--- src/rtl/ascii_uart_pkg.sv ---
`default_nettype none
// ============================================================================
// Module      : ascii_uart_pkg
// Description : Shared types and constants for the ASCII UART transmitter.
//               Holds the transmit FSM state encoding and the 8N1 frame
//               geometry constants.
// Revision    : 1.0 - initial release
// ============================================================================
package ascii_uart_pkg;

    // Number of payload bits per character and total bits per 8N1 frame
    // (start + data + stop).
    localparam int UART_DATA_BITS  = 8;
    localparam int UART_FRAME_BITS = 10;

    // Transmit FSM states.
    typedef enum logic [1:0] {
        IDLE  = 2'd0,
        START = 2'd1,
        DATA  = 2'd2,
        STOP  = 2'd3
    } uart_state_t;

endpackage
`default_nettype wire

--- src/rtl/byte_fifo.sv ---
`default_nettype none
// ============================================================================
// Module      : byte_fifo
// Description : Synchronous byte FIFO with a combinational head read.
//               The head entry is always visible on pop_data, so a pop and
//               the consumer's capture of pop_data happen on the same edge.
// Ports       : clk       - system clock
//               rst_n     - asynchronous active-low reset (clears pointers)
//               push      - write push_data at the tail (ignored when full)
//               push_data - byte to enqueue
//               pop       - drop the head entry (ignored when empty)
//               pop_data  - current head entry
//               count     - current occupancy, 0..DEPTH
// Revision    : 1.0 - initial release
// ============================================================================
module byte_fifo
    import ascii_uart_pkg::*;
#(
    parameter int DEPTH = 4
) (
    input  logic                      clk,
    input  logic                      rst_n,
    input  logic                      push,
    input  logic [UART_DATA_BITS-1:0] push_data,
    input  logic                      pop,
    output logic [UART_DATA_BITS-1:0] pop_data,
    output logic [$clog2(DEPTH):0]    count
);

    localparam int                c_PTR_W = $clog2(DEPTH);
    localparam logic [c_PTR_W:0]  c_FULL  = (c_PTR_W + 1)'(DEPTH);
    localparam logic [c_PTR_W:0]  c_ONE   = (c_PTR_W + 1)'(1);
    localparam logic [c_PTR_W-1:0] c_PTR_ONE = c_PTR_W'(1);

    logic [UART_DATA_BITS-1:0] r_mem [DEPTH];
    logic [c_PTR_W-1:0]        r_wr_ptr;
    logic [c_PTR_W-1:0]        r_rd_ptr;
    logic [c_PTR_W:0]          r_count;
    logic                      w_do_push;
    logic                      w_do_pop;

    // Guard locally as well so the FIFO can never corrupt itself even if a
    // caller ignores occupancy.
    assign w_do_push = push && (r_count != c_FULL);
    assign w_do_pop  = pop  && (r_count != '0);

    // Storage is not reset: contents are only observable through valid
    // pointers, and reset clears those.
    always_ff @(posedge clk) begin
        if (w_do_push) begin
            r_mem[r_wr_ptr] <= push_data;
        end
    end

    // DEPTH is a power of two, so the pointers wrap naturally.
    always_ff @(posedge clk or negedge rst_n) begin
        if (!rst_n) begin
            r_wr_ptr <= '0;
            r_rd_ptr <= '0;
            r_count  <= '0;
        end else begin
            if (w_do_push) begin
                r_wr_ptr <= r_wr_ptr + c_PTR_ONE;
            end
            if (w_do_pop) begin
                r_rd_ptr <= r_rd_ptr + c_PTR_ONE;
            end
            case ({w_do_push, w_do_pop})
                2'b10:   r_count <= r_count + c_ONE;
                2'b01:   r_count <= r_count - c_ONE;
                default: r_count <= r_count;
            endcase
        end
    end

    assign pop_data = r_mem[r_rd_ptr];
    assign count    = r_count;

endmodule
`default_nettype wire

--- src/rtl/ascii_uart_tx.sv ---
`default_nettype none
// ============================================================================
// Module      : ascii_uart_tx
// Description : Buffers an ASCII byte stream in a small FIFO and serialises
//               each byte as an 8N1 UART frame, LSB first. Frames are sent
//               back to back with no idle gap while bytes are queued.
// Ports       : clk        - system clock
//               rst_n      - asynchronous active-low reset
//               in_valid   - upstream byte valid
//               in_data    - upstream ASCII byte
//               in_ready   - FIFO can accept a byte
//               tx         - UART serial line, idle high (registered)
//               busy       - frame in progress or FIFO non-empty
//               fifo_count - current FIFO occupancy
// Revision    : 1.0 - initial release
// ============================================================================
module ascii_uart_tx
    import ascii_uart_pkg::*;
#(
    parameter int CLKS_PER_BIT = 16,
    parameter int FIFO_DEPTH   = 4
) (
    input  logic                          clk,
    input  logic                          rst_n,
    input  logic                          in_valid,
    input  logic [UART_DATA_BITS-1:0]     in_data,
    output logic                          in_ready,
    output logic                          tx,
    output logic                          busy,
    output logic [$clog2(FIFO_DEPTH):0]   fifo_count
);

    localparam int                  c_CNT_W     = (CLKS_PER_BIT > 1) ? $clog2(CLKS_PER_BIT) : 1;
    localparam logic [c_CNT_W-1:0]  c_BAUD_LAST = c_CNT_W'(CLKS_PER_BIT - 1);
    localparam logic [c_CNT_W-1:0]  c_BAUD_ONE  = c_CNT_W'(1);
    localparam int                  c_FCNT_W    = $clog2(FIFO_DEPTH) + 1;
    localparam logic [c_FCNT_W-1:0] c_FIFO_FULL = c_FCNT_W'(FIFO_DEPTH);
    localparam logic [2:0]          c_LAST_BIT  = 3'(UART_DATA_BITS - 1);

    uart_state_t               r_state;
    uart_state_t               w_state_nxt;
    logic [c_CNT_W-1:0]        r_baud_cnt;
    logic [c_CNT_W-1:0]        w_baud_nxt;
    logic [2:0]                r_bit_idx;
    logic [2:0]                w_bit_nxt;
    logic [UART_DATA_BITS-1:0] r_shift;
    logic [UART_DATA_BITS-1:0] w_shift_nxt;
    logic                      r_tx;
    logic                      w_tx_nxt;

    logic                      w_push;
    logic                      w_pop;
    logic [UART_DATA_BITS-1:0] w_pop_data;
    logic [c_FCNT_W-1:0]       w_fifo_count;
    logic                      w_fifo_nonempty;
    logic                      w_bit_end;

    // Ready looks only at the registered count, so a pop on the same edge
    // never opens an extra slot combinationally.
    assign in_ready        = (w_fifo_count != c_FIFO_FULL);
    assign w_push          = in_valid && in_ready;
    assign w_fifo_nonempty = (w_fifo_count != '0);
    assign w_bit_end       = (r_baud_cnt == c_BAUD_LAST);

    byte_fifo #(
        .DEPTH (FIFO_DEPTH)
    ) u_fifo (
        .clk       (clk),
        .rst_n     (rst_n),
        .push      (w_push),
        .push_data (in_data),
        .pop       (w_pop),
        .pop_data  (w_pop_data),
        .count     (w_fifo_count)
    );

    always_ff @(posedge clk or negedge rst_n) begin
        if (!rst_n) begin
            r_state    <= IDLE;
            r_baud_cnt <= '0;
            r_bit_idx  <= '0;
            r_shift    <= '0;
            r_tx       <= 1'b1;
        end else begin
            r_state    <= w_state_nxt;
            r_baud_cnt <= w_baud_nxt;
            r_bit_idx  <= w_bit_nxt;
            r_shift    <= w_shift_nxt;
            r_tx       <= w_tx_nxt;
        end
    end

    // tx is computed one cycle ahead so the pin itself is a flop output.
    always_comb begin
        w_state_nxt = r_state;
        w_baud_nxt  = r_baud_cnt;
        w_bit_nxt   = r_bit_idx;
        w_shift_nxt = r_shift;
        w_tx_nxt    = r_tx;
        w_pop       = 1'b0;

        case (r_state)
            IDLE: begin
                w_tx_nxt = 1'b1;
                if (w_fifo_nonempty) begin
                    w_pop       = 1'b1;
                    w_shift_nxt = w_pop_data;
                    w_tx_nxt    = 1'b0;
                    w_baud_nxt  = '0;
                    w_state_nxt = START;
                end
            end

            START: begin
                if (w_bit_end) begin
                    w_baud_nxt  = '0;
                    w_bit_nxt   = '0;
                    w_tx_nxt    = r_shift[0];
                    w_state_nxt = DATA;
                end else begin
                    w_baud_nxt = r_baud_cnt + c_BAUD_ONE;
                end
            end

            DATA: begin
                if (w_bit_end) begin
                    w_baud_nxt = '0;
                    if (r_bit_idx == c_LAST_BIT) begin
                        w_tx_nxt    = 1'b1;
                        w_state_nxt = STOP;
                    end else begin
                        // Next bit is shift[1] before the shift lands.
                        w_shift_nxt = {1'b0, r_shift[UART_DATA_BITS-1:1]};
                        w_tx_nxt    = r_shift[1];
                        w_bit_nxt   = r_bit_idx + 3'd1;
                    end
                end else begin
                    w_baud_nxt = r_baud_cnt + c_BAUD_ONE;
                end
            end

            STOP: begin
                if (w_bit_end) begin
                    w_baud_nxt = '0;
                    // Chain straight into the next start bit when data waits.
                    if (w_fifo_nonempty) begin
                        w_pop       = 1'b1;
                        w_shift_nxt = w_pop_data;
                        w_tx_nxt    = 1'b0;
                        w_state_nxt = START;
                    end else begin
                        w_state_nxt = IDLE;
                    end
                end else begin
                    w_baud_nxt = r_baud_cnt + c_BAUD_ONE;
                end
            end

            default: begin
                w_tx_nxt    = 1'b1;
                w_state_nxt = IDLE;
            end
        endcase
    end

    assign tx         = r_tx;
    assign busy       = (r_state != IDLE) || w_fifo_nonempty;
    assign fifo_count = w_fifo_count;

endmodule
`default_nettype wire
--- config.mk ---
export PLATFORM = sky130hd
export DESIGN_NAME = ascii_uart_tx
export DESIGN_NICKNAME = d
export VERILOG_FILES = /design/src/rtl/ascii_uart_pkg.sv /design/src/rtl/byte_fifo.sv /design/src/rtl/ascii_uart_tx.sv
export SDC_FILE = /design/constraint.sdc
export NUM_CORES = 1
export LEC_CHECK = 0
export ABC_CLOCK_PERIOD_IN_PS = 6100
export CORE_AREA = 2 2 96 98
export CTS_CLUSTER_SIZE = 12
export DETAILED_ROUTE_END_ITERATION = 8
export DIE_AREA = 0 0 98 100
export HOLD_SLACK_MARGIN = 0.05
export PLACE_DENSITY = 0.52
export SYNTH_ARGS = -nofsm -noshare
export SYNTH_HDL_FRONTEND = slang
export SYNTH_SLANG_ARGS = --single-unit
--- constraint.sdc ---
create_clock -name clk -period 6.1 [get_ports clk]
set_input_delay 0.61 -clock clk [delete_from_list [all_inputs] [get_ports clk]]
set_output_delay 0.61 -clock clk [all_outputs]
set_load 0.02 [all_outputs]
==> results.yml <==
outcome:
  outcome: "completed"
flow_run:
  cap_violations: 0
sta:
  hold_viol: 0
  fmax_ghz: 0.368
  fin_crit_ns: 2.71
  finalClockSkew_ns: 0.0127
  rsz0062_at_grt: "false"
  relSlewSlack: 0.618
  worst_pin_slew_ns: 0.573
  whs_ns: 0.531
  fin_tns_setup_ns: 0
  period_share: 0.445
  setup_violations: 0
  final_max_slew_viol_count: 0
drt:
  num_vias: 1515
  wl_per_cell_um: 14.6
  final_antenna_net_count: 0
  vias_per_cell: 4.66
  wl_um: 4740
  drtIter0Drc: 55
  drc: 0
  dr.pass1.iters: 4
layout:
  layout_common_cells: "32 x edfxtp_1, 24 x dfrtp_1, 18 x a21oi_1, 16 x clkdlybuf4s50_1, 13 x ha_1"
  num_antenna_cells: 0
  syn_to_final_growth_pct: 16.8
  drive_above_1_share: 0.178
  nets: 234
  fillers: 888
  ff_latch_area_mm2: 0.00159
  design_area_mm2: 0.00312
  post-route-util: 0.351
  multi_input_area_mm2: 0.00100
  final_common_cell: "edfxtp_1"
placement:
  dpl_cell_area_mm2: 0.00294
  dpl.hpwl_um: 3300
  place.gp.congestion: 0.701
  io_buffers: 16
global_route:
  grt_overflow: 0
  grt_pass1_vias: 1555
  grt_pass1_wl_um: 7870
  grt_usage: 0.106
  grt_start_max_net_pins: 26
  antenna_found_initial: 0
clock_tree:
  clkTransAtPathRegs_ns: 0.08
  htreeDepth: 3
  cts_root_buffer: "clkbuf_8"
  cts_tree: "done"
  cts_hold_buffers: 0
  clock_tree.buffer_depth: 2
  cts_resized: 0
  numCtsBuffers: 9
  cts_setup_buffers: 0
  clock_sinks: 57
  clk_latency_ns: 0.34
power:
  p_leak_nw: 1.18
  ir_drop_mv: 0.159
  finalPower_mw: 1.02
  cellPowerDensity_mw_per_mm2: 328
yosys:
  ys_ff_latch: 57
  synth_nets: 213
  synthDistinctLibCells: 46
  yosysTopAreaCellShare: 0.360
  ys_seq_area_frac: 0.595
  synth_top_cell_by_area: "edfxtp_1"
  syn_inst: 188
  avgSynthCellArea_um2: 14.2
  synthTopCellsByArea: "edfxtp_1 36%, dfrtp_1 23%, mux4_2 6.8%"
  synth_warnings: 0
  netlist_area_mm2: 0.00267
setup_path:
  slowest_stage: "clkdlybuf4s50_1"
  crit_path_end_kind: "output port"
  crit_type: "flop to output port"
  crit_required_ns: 5.49
  crit_path_cell_trace: "inv_1, ha_1, nor4b_4, inv_2, clkdlybuf4s50_1"
  arrival_ns: 2.10
  startpoint_type: "flop"
  cp_slowest_stage_delay_ns: 0.56
  crit_fanout: 7
  crit_family: "buffers and inverters"
  worst-path-buf-inv: 3
floorplanning:
  fp.dieH_um: 100
  initial_core_util: 0.300
  pin_count: 17
  rows: 35
  die-area_mm2: 0.00980
  die_x_um: 98
  coreArea_mm2: 0.00889
min_path:
  min_path_type: "flop to flop"
[through the flow]
step	setup WS, ns	cells
6_report	3.39	325
3_3_place_gp	3.70	309
2_1_floorplan	3.81	188
3_5_place_dp	3.64	309
5_1_grt	3.27	325
4_1_cts	3.34	325
[layer usage]
layer	global-route usage	vias up	part of all wire	wire length, um
met3	0.0446	6	0.044	210
met5	0	-	0	0
met4	0.0385	0	0.014	68
li1	-	745	-	-
met2	0.166	22	0.48	2290
met1	0.131	742	0.46	2180
[cells by family after synthesis]
logic type | Yosys count | share of synthesized area
DFF | 57 | 0.595
buffers and inverters | 17 | 0.0300
adders and majority gates | 14 | 0.0684
muxes | 19 | 0.115
and+or+nand+nor | 35 | 0.0778
xor gates and xnor gates | 6 | 0.0197
AOI/OAI and AO/OA | 40 | 0.0942
[Yosys cell counts, drive strengths merged]
cell type,number
a21oi,19
dfrtp,24
nor2,4
dfstp,1
a41oi,1
a22o,3
a31oi,1
nor3,4
a21boi,1
mux2,3
o22ai,1
nand3,3
nand3b,1
xor2,3
o41ai,1
nand2b,1
or2,1
a21o,1
or3,1
ha,13
and3,5
clkbuf,2
edfxtp,32
inv,10
xnor2,3
a22oi,1
buf,5
a31o,1
nor4b,1
o21ai,9
o211ai,1
fa,1
mux2i,8
and2,2
nand2,12
mux4,8
[area by class of cell]
cell class              count  share of cell area
clock buffers               9              0.0397
clock inverters             7              0.0189
inverters                  10              0.0128
multi-input cells         114               0.321
flip-flops and latches     57               0.509
well taps                 111              0.0445
repair buffers             17              0.0538
[sequential cells by signal, summed over array words and instances, names as in the netlist, 2 cells and up]
signal	count
u_fifo.count	3
u_fifo.r_wr_ptr	2
r_state	2
r_baud_cnt	4
u_fifo.r_mem	32
r_bit_idx	3
u_fifo.r_rd_ptr	2
r_shift	8
[report_power, final]
part | switching (mW) | internal (mW) | leakage (nW)
logic | 0.0990 | 0.0773 | 0.491
clock network | 0.176 | 0.154 | 0.0877
registers | 0.0427 | 0.473 | 0.599
[final timing paths]
| check | start | end | slack (ns) | cells past startpoint |
|---|---|---|---|---|
| worst max-delay path | r_state[0] | busy | 3.39 | 5 |
| worst min-delay path | r_baud_cnt[3] | r_baud_cnt[3] | 0.53 | 1 |
| worst max register to register | r_baud_cnt[0] | u_fifo.count[2] | 3.77 | 9 |
| worst min register to register | r_baud_cnt[3] | r_baud_cnt[3] | 0.53 | 1 |
| max in group asynchronous | rst_n | tx | 5.18 | 2 |
| min in group asynchronous | rst_n | r_baud_cnt[1] | 0.63 | 2 |
(Power assumes the default switching activity.)
